==> config.mk <==
export PLATFORM = sky130hd
export DESIGN_NAME = instruction_fetch
export DESIGN_NICKNAME = d
export VERILOG_FILES = /design/src/rtl/ifetch_pkg.sv /design/src/rtl/sat_counter.sv /design/src/rtl/instruction_fetch.sv
export SDC_FILE = /design/constraint.sdc
export NUM_CORES = 1
export LEC_CHECK = 0
export BUFFER_PORTS_ARGS = -buffer_cell sky130_fd_sc_hd__buf_2
export CORE_ASPECT_RATIO = 0.9
export CORE_UTILIZATION = 30
export CTS_BUF_LIST = sky130_fd_sc_hd__clkbuf_4
export CTS_CLUSTER_DIAMETER = 30
export CTS_CLUSTER_SIZE = 28
export DETAILED_ROUTE_END_ITERATION = 16
export HOLD_SLACK_MARGIN = 0.15
export PLACE_DENSITY = 0.66
export RECOVER_POWER = 100
export SLEW_MARGIN = 30
export SYNTH_ARGS = -nofsm -noshare
export SYNTH_HDL_FRONTEND = slang
export SYNTH_SLANG_ARGS = --single-unit
export TNS_END_PERCENT = 30
==> constraint.sdc <==
create_clock -name clk -period 1.9 [get_ports clk]
set_clock_uncertainty 0.05 [all_clocks]
set_input_delay 0.19 -clock clk [delete_from_list [all_inputs] [get_ports clk]]
set_output_delay 0.19 -clock clk [all_outputs]
set_load 0.01 [all_outputs]
==> src/rtl/ifetch_pkg.sv <==
// Shared opcodes, state encoding and decode helpers for the instruction fetch unit.
package ifetch_pkg;

  localparam logic [6:0]  OPC_HALT     = 7'b1010101;
  localparam logic [6:0]  OPC_RTYPE    = 7'b0110011;
  localparam logic [6:0]  OPC_LOAD_IMM = 7'b1111111;
  localparam logic [31:0] NOP_WORD     = 32'h0000_0000;
  localparam int          CNT_W        = 16;

  typedef enum logic {
    RUN    = 1'b0,
    HALTED = 1'b1
  } ifetch_state_e;

  function automatic logic is_halt(input logic [6:0] opc);
    return (opc == OPC_HALT);
  endfunction

endpackage

==> src/rtl/sat_counter.sv <==
// 16-bit event counter that sticks at all-ones instead of wrapping.
module sat_counter
  import ifetch_pkg::*;
(
  input  logic             clk,
  input  logic             reset,
  input  logic             en,
  output logic [CNT_W-1:0] count
);

  // count register, frozen once saturated
  always_ff @(posedge clk or negedge reset) begin
    if (!reset) begin
      count <= {CNT_W{1'b0}};
    end else if (en && (count != {CNT_W{1'b1}})) begin
      count <= count + CNT_W'(1'b1);
    end else begin
      count <= count;
    end
  end

endmodule

==> src/rtl/instruction_fetch.sv <==
// Fetch-side initiator: owns the PC, replays on decode stalls, squashes on redirect, stops on HALT.
// Optional transfer/stall counters are built when IFETCH_PERF_CNT_EN is defined.
module instruction_fetch
  import ifetch_pkg::*;
#(
  parameter int                ADDR_W   = 5,
  parameter int                INSTR_W  = 32,
  parameter logic [ADDR_W-1:0] RESET_PC = {ADDR_W{1'b0}}
) (
  input  logic               clk,
  input  logic               reset,
  output logic [ADDR_W-1:0]  prog_addr,
  input  logic [INSTR_W-1:0] instruction,
  output logic [INSTR_W-1:0] instr_out,
  output logic [ADDR_W-1:0]  instr_pc,
  output logic               instr_valid,
  input  logic               instr_ready,
  input  logic               redirect_valid,
  input  logic [ADDR_W-1:0]  redirect_pc,
  output logic               halted
`ifdef IFETCH_PERF_CNT_EN
  ,
  output logic [CNT_W-1:0]   fetch_count,
  output logic [CNT_W-1:0]   stall_count
`endif
);

  ifetch_state_e     state_r, state_nxt_s;
  logic [ADDR_W-1:0] fetch_pc_r, fetch_pc_nxt_s;
  logic [ADDR_W-1:0] resp_pc_r;
  logic [ADDR_W-1:0] addr_s;
  logic              resp_valid_r, resp_valid_nxt_s;
  logic              run_s, issue_s, stall_s, xfer_s, halt_take_s;

  assign run_s       = (state_r == RUN);
  assign issue_s     = run_s | redirect_valid;
  assign instr_valid = resp_valid_r & ~redirect_valid & run_s;
  assign stall_s     = instr_valid & ~instr_ready;
  assign xfer_s      = instr_valid & instr_ready;
  assign halt_take_s = xfer_s & is_halt(instruction[6:0]);

  // address select and next-state; redirect beats stall beats HALT beats sequential
  always_comb begin
    addr_s           = fetch_pc_r;
    fetch_pc_nxt_s   = fetch_pc_r;
    resp_valid_nxt_s = issue_s;
    state_nxt_s      = state_r;
    if (redirect_valid) begin
      addr_s         = redirect_pc;
      fetch_pc_nxt_s = redirect_pc + ADDR_W'(1'b1);
      state_nxt_s    = RUN;
    end else if (stall_s) begin
      addr_s         = resp_pc_r;
    end else if (halt_take_s) begin
      // word behind HALT is discarded and the address stays parked
      resp_valid_nxt_s = 1'b0;
      state_nxt_s      = HALTED;
    end else if (run_s) begin
      fetch_pc_nxt_s = fetch_pc_r + ADDR_W'(1'b1);
    end else begin
      fetch_pc_nxt_s = fetch_pc_r;
    end
  end

  // fetch state registers
  always_ff @(posedge clk or negedge reset) begin
    if (!reset) begin
      state_r      <= RUN;
      fetch_pc_r   <= RESET_PC;
      resp_pc_r    <= {ADDR_W{1'b0}};
      resp_valid_r <= 1'b0;
    end else begin
      state_r      <= state_nxt_s;
      fetch_pc_r   <= fetch_pc_nxt_s;
      resp_pc_r    <= addr_s;
      resp_valid_r <= resp_valid_nxt_s;
    end
  end

  assign prog_addr = addr_s;
  assign instr_out = instruction;
  assign instr_pc  = resp_pc_r;
  assign halted    = (state_r == HALTED);

`ifdef IFETCH_PERF_CNT_EN
  sat_counter u_fetch_cnt (
    .clk   (clk),
    .reset (reset),
    .en    (xfer_s),
    .count (fetch_count)
  );

  sat_counter u_stall_cnt (
    .clk   (clk),
    .reset (reset),
    .en    (stall_s),
    .count (stall_count)
  );
`endif

endmodule
==> results.yml <==
status:
  outcome: "finished, final reports clean"
route:
  vias: 735
  dr_wl_met2_microns: 996
  met1_length_microns: 887
  wire_per_inst_microns: 12.9
  dr.pass1.iters: 4
  top_layer_used: "met4"
  routed_wl_microns: 2050
  wl_met3_microns: 113
  vias_per_cell: 4.65
  ant_nets: 0
  drt_iter0_markers: 35
  drcViolationCount: 0
layout:
  drive_above_1_share_pct: 27.6
  fin_nets: 159
  syn2layout_area_growth_pct: 4.61
  final_util_pct: 33.3
  finalInstanceArea_sq_um: 1020
  diodes: 0
critical_path:
  critPathCaptureType: "flip-flop"
  path_class: "in -> reg"
  path_max_fanout: 6
  start_kind: "input pin"
  worstPathRequired_ns: 2.02
  arrival_ns: 1.93
pwr:
  power.leakage_uw: 0.000471
  powerDensity_nw_per_um2: 742
  p_sw_uw: 270
  intPower_uw: 489
  irDropWorstVdd_mv: 0.226
  power_uw: 759
  pwr-share-seq_pct: 44.5
  pwr-share-comb_pct: 32.9
  p_clk_share_pct: 22.6
  switching_share_pct: 35.5
cts:
  worstSkewPairLatency_ns: 0.28
  cts_made_buffers: 3
  clockBufferDepth: 2
  cts_tree: "done"
  clock-root-buffer: "clkbuf_4"
  cts_sinks: 12
  h-tree-depth: 1
  clk_pin_slew_worst_paths_ns: 0.08
synthesis:
  ys_async_sr_fraction_pct: 100
  synthFlopType: "dfrtp_1"
  synth_nets: 148
  synth_edf_count: 0
  synth_cells: 106
  synth.most_common_cell: "buf_4"
  yosys.area.top_type_share_pct: 30.7
  ys_top_cells_by_area: "dfrtp_1, buf_4, nand2_1, mux2i_1, a22oi_1"
  yosys_warnings: 0
  ys_seq_area_share_pct: 30.7
  synthesis.area_sq_um: 977
  yosys_register_bits: 12
  synth.top_cells.by_count: "buf_4, nand2_1, dfrtp_1"
  yosysTopAreaCell: "dfrtp_1"
  syn_avg_cell_area_sq_um: 9.22
  ys_types: 33
timing:
  timing.slew.headroom_pct: 55.5
  min_period_over_period_pct: 95.5
  worstMarginPinSlew_ns: 0.667
  period_minus_slack_ns: 1.81
  setup_tns_ns: 0
  hold_viol_final: 0
  setup_violations: 0
  rsz0062_at_grt: "false"
  fmax_mhz: 551
  drv_slew: 0
  whs_ns: 0.164
floorplanning:
  die_y_microns: 56.1
  start_util_pct: 31.9
  num_rows: 19
  die_w_microns: 62.2
  dieArea_sq_um: 3490
  io_pins: 85
  core-area_sq_um: 3070
global_route:
  antenna_found_initial: 0
  grt_pass1_vias: 736
  grt_first_pass_wirelength_microns: 3410
  overflow: 0
  grt_max_degree: 13
  track_usage_pct: 12.7
placed_design:
  place.gp.congestion: 0.824
  hpwl_microns: 1630
  portBuffers: 34
  dpl_cell_area_sq_um: 963
hold_path:
  min_path_type: "in -> reg"
run:
  maxCapViolations: 0
-- power by group through the flow --
| stage | Clock (uW) | Sequential (uW) | Combinational, uW |
|---|---|---|---|
| detailed placement | 0 | 344 | 251 |
| global placement | 0 | 340 | 244 |
| global route | 186 | 348 | 281 |
| floorplan | 0 | 341 | 212 |
| finish | 172 | 338 | 249 |
| CTS | 181 | 338 | 259 |
-- layout make-up --
| type | instances | area (sq um) |
|---|---|---|
| Sequential cell | 12 | 302 |
| Inverter | 1 | 3.75 |
| Timing Repair Buffer | 40 | 205 |
| Fill cell | 314 | 2040 |
| Tap cell | 42 | 52.6 |
| Clock inverter | 1 | 3.75 |
| Clock buffer | 3 | 22.5 |
| Multi-Input combinational cell | 59 | 433 |
-- cell families (layout without fill, tap and decap cells) --
logic type | after synthesis | count (layout) | share of synthesized area [%]
flip-flops | 12 | 12 | 30.7
adder cells (fa/ha/maj) | 1 | 1 | 1.28
AO/OA/AOI/OAI | 14 | 14 | 13.4
buffers and inverters | 35 | 45 | 26.1
multiplexers | 5 | 5 | 5.38
XOR/XNOR | 3 | 3 | 2.69
AND/OR/NAND/NOR | 36 | 36 | 20.4
-- per-layer routing --
| layer | GRT usage (%) | vias up |
|---|---|---|
| met4 | 8.97 | 0 |
| met3 | 3.28 | 10 |
| met2 | 20.3 | 22 |
| li1 | - | 354 |
| met5 | 0 | - |
| met1 | 14.9 | 349 |
-- cell usage in the layout, fill, tap and decap left out, types with 2 or more instances in the layout --
cell / count
clkbuf_4: 3
buf_2: 15
xnor2_1: 3
mux2_1: 2
clkbuf_1: 14
mux2i_1: 3
nand3_1: 2
nor2_1: 4
clkbuf_2: 5
nand2_1: 14
dlygate4sd3_1: 3
nor3_1: 2
buf_4: 3
dfrtp_1: 11
nor2b_1: 2
nor3b_1: 2
nand4_1: 2
a22oi_1: 4
nand2b_1: 2
-- path summary, 6_finish.rpt --
check                                                from                         to  slack (ns)  depth (start not counted)
worst max-delay path                       redirect_pc[0]  fetch_pc_r[2]$_DFFE_PN0P_        0.09                          6
min in group asynchronous                           reset  fetch_pc_r[4]$_DFFE_PN0P_        0.40                          2
worst max register to register  fetch_pc_r[0]$_DFFE_PN0P_  fetch_pc_r[2]$_DFFE_PN0P_        0.27                          4
worst min-delay path                       redirect_pc[1]      instr_pc[1]$_DFF_PN0_        0.16                          3
max in group asynchronous                           reset         halted$_DFFE_PN0P_        0.94                          2
worst min register to register      instr_pc[3]$_DFF_PN0_      instr_pc[3]$_DFF_PN0_        0.46                          2
-- registers in the layout (all words and copies together) (netlist names) --
register and count:
fetch_pc_r 5, resp_valid_r 1, halted 1, instr_pc 5
-- stage by stage --
stage / setup WS (ns) / instances
6_report: 0.0851 / 158
5_1_grt: 0.00732 / 158
4_1_cts: 0.0328 / 157
3_5_place_dp: 0.211 / 150
3_3_place_gp: 0.257 / 150
2_1_floorplan: 0.409 / 106
-- critical path, cell delays in order --
cell and delay, ns:
dlygate4sd3_1 0.54, clkbuf_2 0.14, mux2_1 0.35, ha_1 0.29, and3b_1 0.19, o31a_1 0.24
-- what timing repair did --
item / 4_1_cts / 5_1_grt
endpoints found under the setup margin: 5 / 5
resized for setup: 1 / 2
buffers inserted: 0 / 1
endpoints found under the hold margin: 14 / 0
hold buffers: 3 / 0
pin swaps: 0 / 1
(Power assumes the default switching activity.)
